File: src/rtl/keypad_scan_4x4.sv
// 4x4 key matrix scanner: rotating one-hot column drive, row read-back,
// per-frame hit evaluation and debounced press/release strobes.
// A press stable from frame start is accepted at the end of frame DEBOUNCE_FRAMES.
module keypad_scan_4x4 #(
  parameter int SCAN_DIV_W      = 15,
  parameter int DEBOUNCE_FRAMES = 4
) (
  input  logic       clk,
  input  logic       reset_n,
  input  logic [3:0] row,
  output logic [3:0] col,
  output logic [3:0] key_value,
  output logic       key_valid,
  output logic       key_pressed,
  output logic       key_released
);

  typedef enum logic [1:0] {IDLE, CAND, HELD, REL} state_t;

  localparam logic [3:0] DEB = 4'(DEBOUNCE_FRAMES);

  logic [3:0]            row_m;
  logic [3:0]            row_s;
  logic [SCAN_DIV_W-1:0] div;
  logic [1:0]            col_idx;
  logic                  slot_end;
  logic                  frame_end;

  // Frame accumulators: hit count saturates at 2, since only 0/1/many matter
  logic [1:0]            acc_hits;
  logic [3:0]            acc_code;

  logic [2:0]            slot_hits;
  logic [1:0]            row_hit_idx;
  logic [2:0]            hit_sum;
  logic [1:0]            hits_sat;
  logic [3:0]            frame_code;
  logic                  res_none;
  logic                  res_key;

  state_t                state;
  logic [3:0]            cnt;
  logic [3:0]            cnt_inc;
  logic [3:0]            cand;

  assign slot_end  = &div;
  assign frame_end = slot_end && (col_idx == 2'd3);
  assign cnt_inc   = cnt + 4'd1;

  // Two-stage synchronizer for the asynchronous row lines
  always_ff @(posedge clk) begin
    if (!reset_n) begin
      row_m <= 4'b0;
      row_s <= 4'b0;
    end else begin
      row_m <= row;
      row_s <= row_m;
    end
  end

  // Free-running slot divider and column rotation on each slot end
  always_ff @(posedge clk) begin
    if (!reset_n) begin
      div     <= '0;
      col     <= 4'b0001;
      col_idx <= 2'd0;
    end else begin
      div <= div + 1'b1;
      if (slot_end) begin
        col     <= {col[2:0], col[3]};
        col_idx <= col_idx + 2'd1;
      end
    end
  end

  // Count rows hit in the current column and locate one of them
  always_comb begin
    slot_hits   = 3'(row_s[0]) + 3'(row_s[1]) + 3'(row_s[2]) + 3'(row_s[3]);
    row_hit_idx = 2'd0;
    for (int r = 0; r < 4; r++) begin
      if (row_s[r]) row_hit_idx = 2'(r);
    end
    hit_sum    = 3'(acc_hits) + slot_hits;
    hits_sat   = (hit_sum > 3'd1) ? 2'd2 : hit_sum[1:0];
    frame_code = (slot_hits != 3'd0) ? {col_idx, row_hit_idx} : acc_code;
    res_none   = (hits_sat == 2'd0);
    res_key    = (hits_sat == 2'd1);
  end

  // Accumulate hits across the frame; clear as the frame result is consumed
  always_ff @(posedge clk) begin
    if (!reset_n) begin
      acc_hits <= 2'd0;
      acc_code <= 4'd0;
    end else if (slot_end) begin
      if (col_idx == 2'd3) begin
        acc_hits <= 2'd0;
        acc_code <= 4'd0;
      end else begin
        acc_hits <= hits_sat;
        acc_code <= frame_code;
      end
    end
  end

  // Debounce FSM with registered key outputs; strobes last one cycle
  always_ff @(posedge clk) begin
    if (!reset_n) begin
      state        <= IDLE;
      cnt          <= 4'd0;
      cand         <= 4'd0;
      key_value    <= 4'd0;
      key_valid    <= 1'b0;
      key_pressed  <= 1'b0;
      key_released <= 1'b0;
    end else begin
      key_pressed  <= 1'b0;
      key_released <= 1'b0;
      if (frame_end) begin
        case (state)
          IDLE: begin
            if (res_key) begin
              cand <= frame_code;
              if (DEB <= 4'd1) begin
                state       <= HELD;
                cnt         <= 4'd0;
                key_value   <= frame_code;
                key_valid   <= 1'b1;
                key_pressed <= 1'b1;
              end else begin
                state <= CAND;
                cnt   <= 4'd1;
              end
            end
          end
          CAND: begin
            if (res_key && frame_code == cand) begin
              if (cnt_inc >= DEB) begin
                state       <= HELD;
                cnt         <= 4'd0;
                key_value   <= cand;
                key_valid   <= 1'b1;
                key_pressed <= 1'b1;
              end else begin
                cnt <= cnt_inc;
              end
            end else if (res_key) begin
              cand <= frame_code;
              cnt  <= 4'd1;
            end else begin
              state <= IDLE;
              cnt   <= 4'd0;
            end
          end
          HELD: begin
            if (res_none || (res_key && frame_code != key_value)) begin
              if (DEB <= 4'd1) begin
                state        <= IDLE;
                cnt          <= 4'd0;
                key_valid    <= 1'b0;
                key_released <= 1'b1;
              end else begin
                state <= REL;
                cnt   <= 4'd1;
              end
            end
          end
          REL: begin
            if (res_none || (res_key && frame_code != key_value)) begin
              if (cnt_inc >= DEB) begin
                state        <= IDLE;
                cnt          <= 4'd0;
                key_valid    <= 1'b0;
                key_released <= 1'b1;
              end else begin
                cnt <= cnt_inc;
              end
            end else begin
              state <= HELD;
              cnt   <= 4'd0;
            end
          end
          default: begin
            state <= IDLE;
            cnt   <= 4'd0;
          end
        endcase
      end
    end
  end

endmodule

File: config.mk
export PLATFORM = sky130hd
export DESIGN_NAME = keypad_scan_4x4
export DESIGN_NICKNAME = d
export VERILOG_FILES = /design/src/rtl/keypad_scan_4x4.sv
export SDC_FILE = /design/constraint.sdc
export NUM_CORES = 1
export LEC_CHECK = 0
export ABC_AREA = 1
export BUFFER_PORTS_ARGS = -buffer_cell sky130_fd_sc_hd__buf_2
export CORE_MARGIN = 4
export CORE_UTILIZATION = 50
export DETAILED_ROUTE_END_ITERATION = 10
export MAX_ROUTING_LAYER = met4
export PLACE_DENSITY = 0.68
export SYNTH_ARGS = -nofsm -noshare
export SYNTH_HDL_FRONTEND = slang
export SYNTH_SLANG_ARGS = --single-unit
File: constraint.sdc
create_clock -name clk -period 4.7 [get_ports clk]
set_input_delay 0 -clock clk [delete_from_list [all_inputs] [get_ports clk]]
set_output_delay 0 -clock clk [all_outputs]
set_load 0.01 [all_outputs]
# After elaboration in Yosys (flattened, before gate mapping)
# Index checks and enable logic that the tools add are counted.
# word_totals
register_bits	52
wordCells	88
# op_classes
add_sub_neg	7
n_lt_le_gt_ge	2
n_eq_ne	17
mux	31
n_reduce_logical	17
# ops
cell	n
$mux 4	9
$mux 2	11
$pmux 4 s4	1
$add 15x1->15 const B	1
$reduce_and 15->1	1
$ne 2x2->1 const B	7
$reduce_and 4->1	3
$reduce_and 6->1	2
$ne 3x3->1 const B	3
$pmux 2 s4	1
$pmux 4 s2	1
$mux 1	7
$eq 2x2->1 const B	3
$reduce_and 3->1	2
$add 4x1->4 const B	1
$eq 2x1->1 const B	2
$eq 4x4->1	1
$ge 4x3->1 const B	1
$logic_not 2->1	2
$ne 4x4->1	1
$reduce_bool 2->1	2
$add 2x1->3	1
$add 2x3->3	1
$add 3x1->3	1
7 further kinds	9

# Longest topological paths before layout
# depth
ltp_word	11
mapped_depth	18

# Worst setup path after synthesis
# Ideal clock, no wire load.
# synth_timing
path_type	register to register
start	register row_s[0]
end	register state[0]
arrival_time_ns	2.667
slack_ns	1.920
path_stages_with_launch	16
n_path_buf	0
cell_sequence	dfxtp_1 fa_1 ha_1 ha_1 fa_1 nand3b_1 nor2_1 nand2_1 inv_1 nand2_1 nand2_1 nand2_1 nand2_2 nand2_1 nand2_1 nor2_1
# synth_via
elab_chain_len	11
# synth_rtl
element	line_no	rtl
start: declaration	23	logic [3:0] row_s;
start signal: assignment	57	row_s <= row_m;
$add 1x1->2 *	78	slot_hits = 3'(row_s[0]) + 3'(row_s[1]) + 3'(row_s[2]) + 3'(row_s[3]);
$add 2x1->3 *	78	
$add 3x1->3 *	78	
$add 2x3->3	83	hit_sum = 3'(acc_hits) + slot_hits;
$gt 3x1->1	84	hits_sat = (hit_sum > 3'd1) ? 2'd2 : hit_sum[1:0];
$mux 2	84	
$eq 2x1->1	87	res_key = (hits_sat == 2'd1);
$logic_and 1x1->1	156, 169	
$logic_or 1x1->1	156, 169	
$ne 3x3->1 (no line) (tied with other cells)	-	
$reduce_and 6->1 (no line) / $pmux 2 s4 (equally long branches)	-	
end signal: assignment	158	state <= IDLE;
end signal: assignment	163	state <= REL;
end signal: assignment	171	state <= IDLE;
end: declaration	41	state_t state;
# Mark *: on every way between the ends. The rest lies on a longest branch, timed or not.
# A chain may end at the register's enable or synchronous reset.

# Worst setup path after layout
# layout_timing
start	register row_s[3]
end	register state[1]
# layout_via
elab_chain_len	9
# layout_rtl
element	line_no
$add 3x1->3	78
$add 2x3->3	83
$gt 3x1->1	84
$mux 2	84
$eq 2x1->1	87
$logic_and 1x1->1	156, 169
$logic_or 1x1->1	156, 169
$ne 3x3->1 (no line) (tied with other cells)	-
$reduce_and 6->1 (no line) / $pmux 2 s4 (equally long branches)	-
# Parallel ways exist; a longest one is shown, timed or not.

==> key figures <==
CTS
  • CTS Buffer Depth: 2
  • Post-cts resize count: 0
  • Clock slew at the register clock pins of the worst setup and hold paths: about 0.1 ns
  • Clock Sinks: 52
  • H-tree depth: 2
  • Total CTS buffers: 5
  • CTS tree: yes
  • CTS root buf: clkbuf_8
  • Post-CTS setup buffers: 0
  • Clock Latency Late Sink: 0.31 ns

Logic synthesis
  • EDFF count, synth: 0
  • Gate Count Post-Synth: ~350
  • Flop and latch count out of synthesis: 52
  • Async S/R FF share, synth: 0
  • Syn_nets: 367
  • Synth Cell Area: roughly 0.0026 mm2
  • Register area share after synthesis: 0.407
  • Main synth FF type: dfxtp_1
  • Total number of yosys warnings: 0
  • Syn Area/Cell: around 7.3 um2
  • Synth unique cells: 33

Floorplan
  • Die H: approximately 80 um
  • Die Area: about 0.0063 mm2
  • Core footprint: about 0.0048 mm2
  • # IOs: 17
  • Initial core utilization: 0.528
  • Die Span X: around 80 um
  • Row count: 25

Global route
  • First-pass GRT wire length: about 8700 um
  • Initial antenna violation count: 0
  • Largest net degree at the start of global routing: 38
  • Number of global-route vias before repair: ~2000
  • GRT overflow: 0
  • GRT Overall Usage: 0.177

Drt
  • 1st-iter DRT viols: around 120
  • Drt pass-1 iters: 4
  • DRT Wirelength: roughly 5000 um
  • Drt drc: 0
  • Avg WL per Cell: roughly 11 um
  • Vias per cell: 4.93
  • Vias: ~2200
  • Final ANT Viol Nets: 0

Worst setup path
  • Critical-path top delay cell: fa_1
  • Crit path DAT: about 3.2 ns
  • Highest cell delay on the worst timing path: 0.43 ns
  • CP most frequent cell: nand2_1
  • Crit Path Class: flop to flop
  • Required @ worst endpoint: between 4 and 5 ns
  • Crit. End Element: flop
  • Crit-path max FO: 4
  • Startpoint types: flop
  • Critical Path, Cell by Cell: fa_1 -> ha_1 -> ha_1 -> fa_1 -> nand3b_1 -> nor2_1 -> nand2_1 -> inv_1 -> nand2_1 -> nand2_1 -> nand2_1 -> nand2_2 -> nand2_1 -> nand2_1 -> nor2_1

Power
  • Flop pwr share: 0.565
  • Logic pwr share: 0.098
  • VDD IR max: 0.166 mV
  • Power Dens Cells: around 280 mW/mm2
  • P_leak: between 0.001 and 0.0015 uW
  • Switching Fraction: 0.255
  • Internal power: 591 uW
  • Clk network pwr share: 0.338
  • Sw power: around 200 uW

STA
  • Max Slew Vio Count: 0
  • Setup TNS: 0 ns
  • Final min period: between 3 and 4 ns
  • Crit path setup slack, layout: about 1.7 ns
  • Tcrit/Tclk final: 0.640
  • Final number of setup-violating endpoints: 0
  • Skew final: approximately 0.008 ns
  • RSZ-0062 raised after global routing: false
  • Actual slew at the worst max-slew pin: between 0.6 and 0.7 ns
  • Slew margin rel.: 0.588
  • Max Clk Rate: between 300 and 400 MHz
  • Final Hold Fails: 0

Final layout
  • Layout area overhead: 10.8%
  • Nets@finish: around 390
  • Commonest non-fill, non-tap cell in the layout: nand2_1
  • Commonest non-fill, non-tap cells in the layout: 70 x nand2_1, 53 x inv_1, 52 x dfxtp_1
  • Proportion of layout cells with a drive suffix above 1: 0.133
  • Post-route insts no fill: approximately 440
  • # diodes: 0

Placement
  • Dpl ws: 1.70 ns
  • HPWL after DPL: around 3600 um
  • I/O Buffers: 16
  • GP Congestion: roughly 0.92
  • Inst Count DP: 430

Outcome
  • Status: completed

Hold path
  • Hold Path Class: input port to flop

Run
  • Max-cap violations: 0
## state kept, by name (all words and copies together) (netlist names)
register,cells
acc_hits,2
key_released,1
key_valid,1
key_value,4
row_s,4
div,15
key_pressed,1
acc_code,4
col,4
col_idx,2
state,2
cand,4
row_m,4
cnt,4
## layout make-up
cell class | count | area [um2]
Clock buffer | 6 | 82.6
Clock inverter | 2 | 15.0
Fill cell | 464 | 2010
Inverter | 55 | 206
Multi-Input combinational cell | 240 | 1290
Sequential cell | 52 | 1040
Tap cell | 67 | 83.8
Timing Repair Buffer | 20 | 120
## Yosys cell counts, types with 2 or more instances
master | number | area, um2
nor3_4 | 2 | 32.5
inv_1 | 53 | 199
fa_1 | 2 | 40.0
ha_1 | 6 | 75.1
nand3_1 | 23 | 115
nor2_1 | 49 | 184
nand4_1 | 3 | 18.8
o21ai_0 | 16 | 80.1
inv_2 | 2 | 7.51
dfxtp_1 | 52 | 1040
clkbuf_1 | 3 | 11.3
nor3b_1 | 2 | 15.0
o21ai_1 | 2 | 10.0
xor2_1 | 3 | 26.3
nand2_1 | 70 | 263
nand2_2 | 10 | 62.6
a211oi_1 | 5 | 37.5
nor2_2 | 4 | 25.0
nor2_4 | 3 | 33.8
nand3b_1 | 2 | 15.0
nand3_2 | 2 | 20.0
o211a_1 | 2 | 20.0
a21oi_1 | 24 | 120
nor3_1 | 3 | 15.0
buf_2 | 2 | 10.0
## logic make-up after synthesis
logic type               share of synthesized area
AO/OA/AOI/OAI                                0.120
XOR/XNOR                                    0.0103
buffers and inverters                       0.0904
adder cells (fa/ha/maj)                     0.0450
AND/OR/NAND/NOR                              0.327
flip-flops                                   0.407
## critical path: cells and delay by family, from the launching register on
kind          cells  cell delay, ns
fa+ha+maj         4            1.41
buf+inv           1            0.10
simple gates     10            1.02
flops             1            0.38
## power groups by stage
stage / combinational (uW) / clock (uW) / sequential, uW
after floorplan: 60.8 / 0 / 458
after global placement: 73.7 / 0 / 458
after detailed placement: 74.9 / 0 / 459
after CTS: 77.6 / 278 / 448
after global routing: 88.3 / 291 / 449
final: 77.4 / 268 / 448
## repair_timing
item	CTS	global route
hold endpoints to repair	4	0
setup endpoints to repair	0	0
hold buffers	4	0
## final timing paths
| kind | start | endpoint | slack [ns] | depth (start not counted) |
|---|---|---|---|---|
| setup / recovery | row_s[3]$_SDFF_PN0_ | state[1]$_SDFFE_PN0P_ | 1.69 | 15 |
| hold / removal | reset_n | row_m[0]$_SDFF_PN0_ | 0.19 | 3 |
| setup reg to reg | row_s[3]$_SDFF_PN0_ | state[1]$_SDFFE_PN0P_ | 1.69 | 15 |
| hold reg to reg | row_m[3]$_SDFF_PN0_ | row_s[3]$_SDFF_PN0_ | 0.42 | 2 |
## metrics by stage
step	util	total power [uW]	area, um2	hold slack (ns)
6_report	0.585	794	2840	0.192
5_1_grt	0.585	829	2840	0.224
4_1_cts	0.585	804	2840	0.190
3_5_place_dp	0.557	534	2700	0.185
3_3_place_gp	0.557	532	2700	0.179
2_1_floorplan	-	519	2560	0.0976
## per-layer routing
layer / vias up / share of wire / track usage
met3: 6 / 0.043 / 0.0372
met2: 38 / 0.43 / 0.269
met1: 968 / 0.52 / 0.233
met5: - / 0 / -
li1: 1167 / - / -
met4: 0 / 0.012 / 0.0636
(Power assumes the default switching activity.)
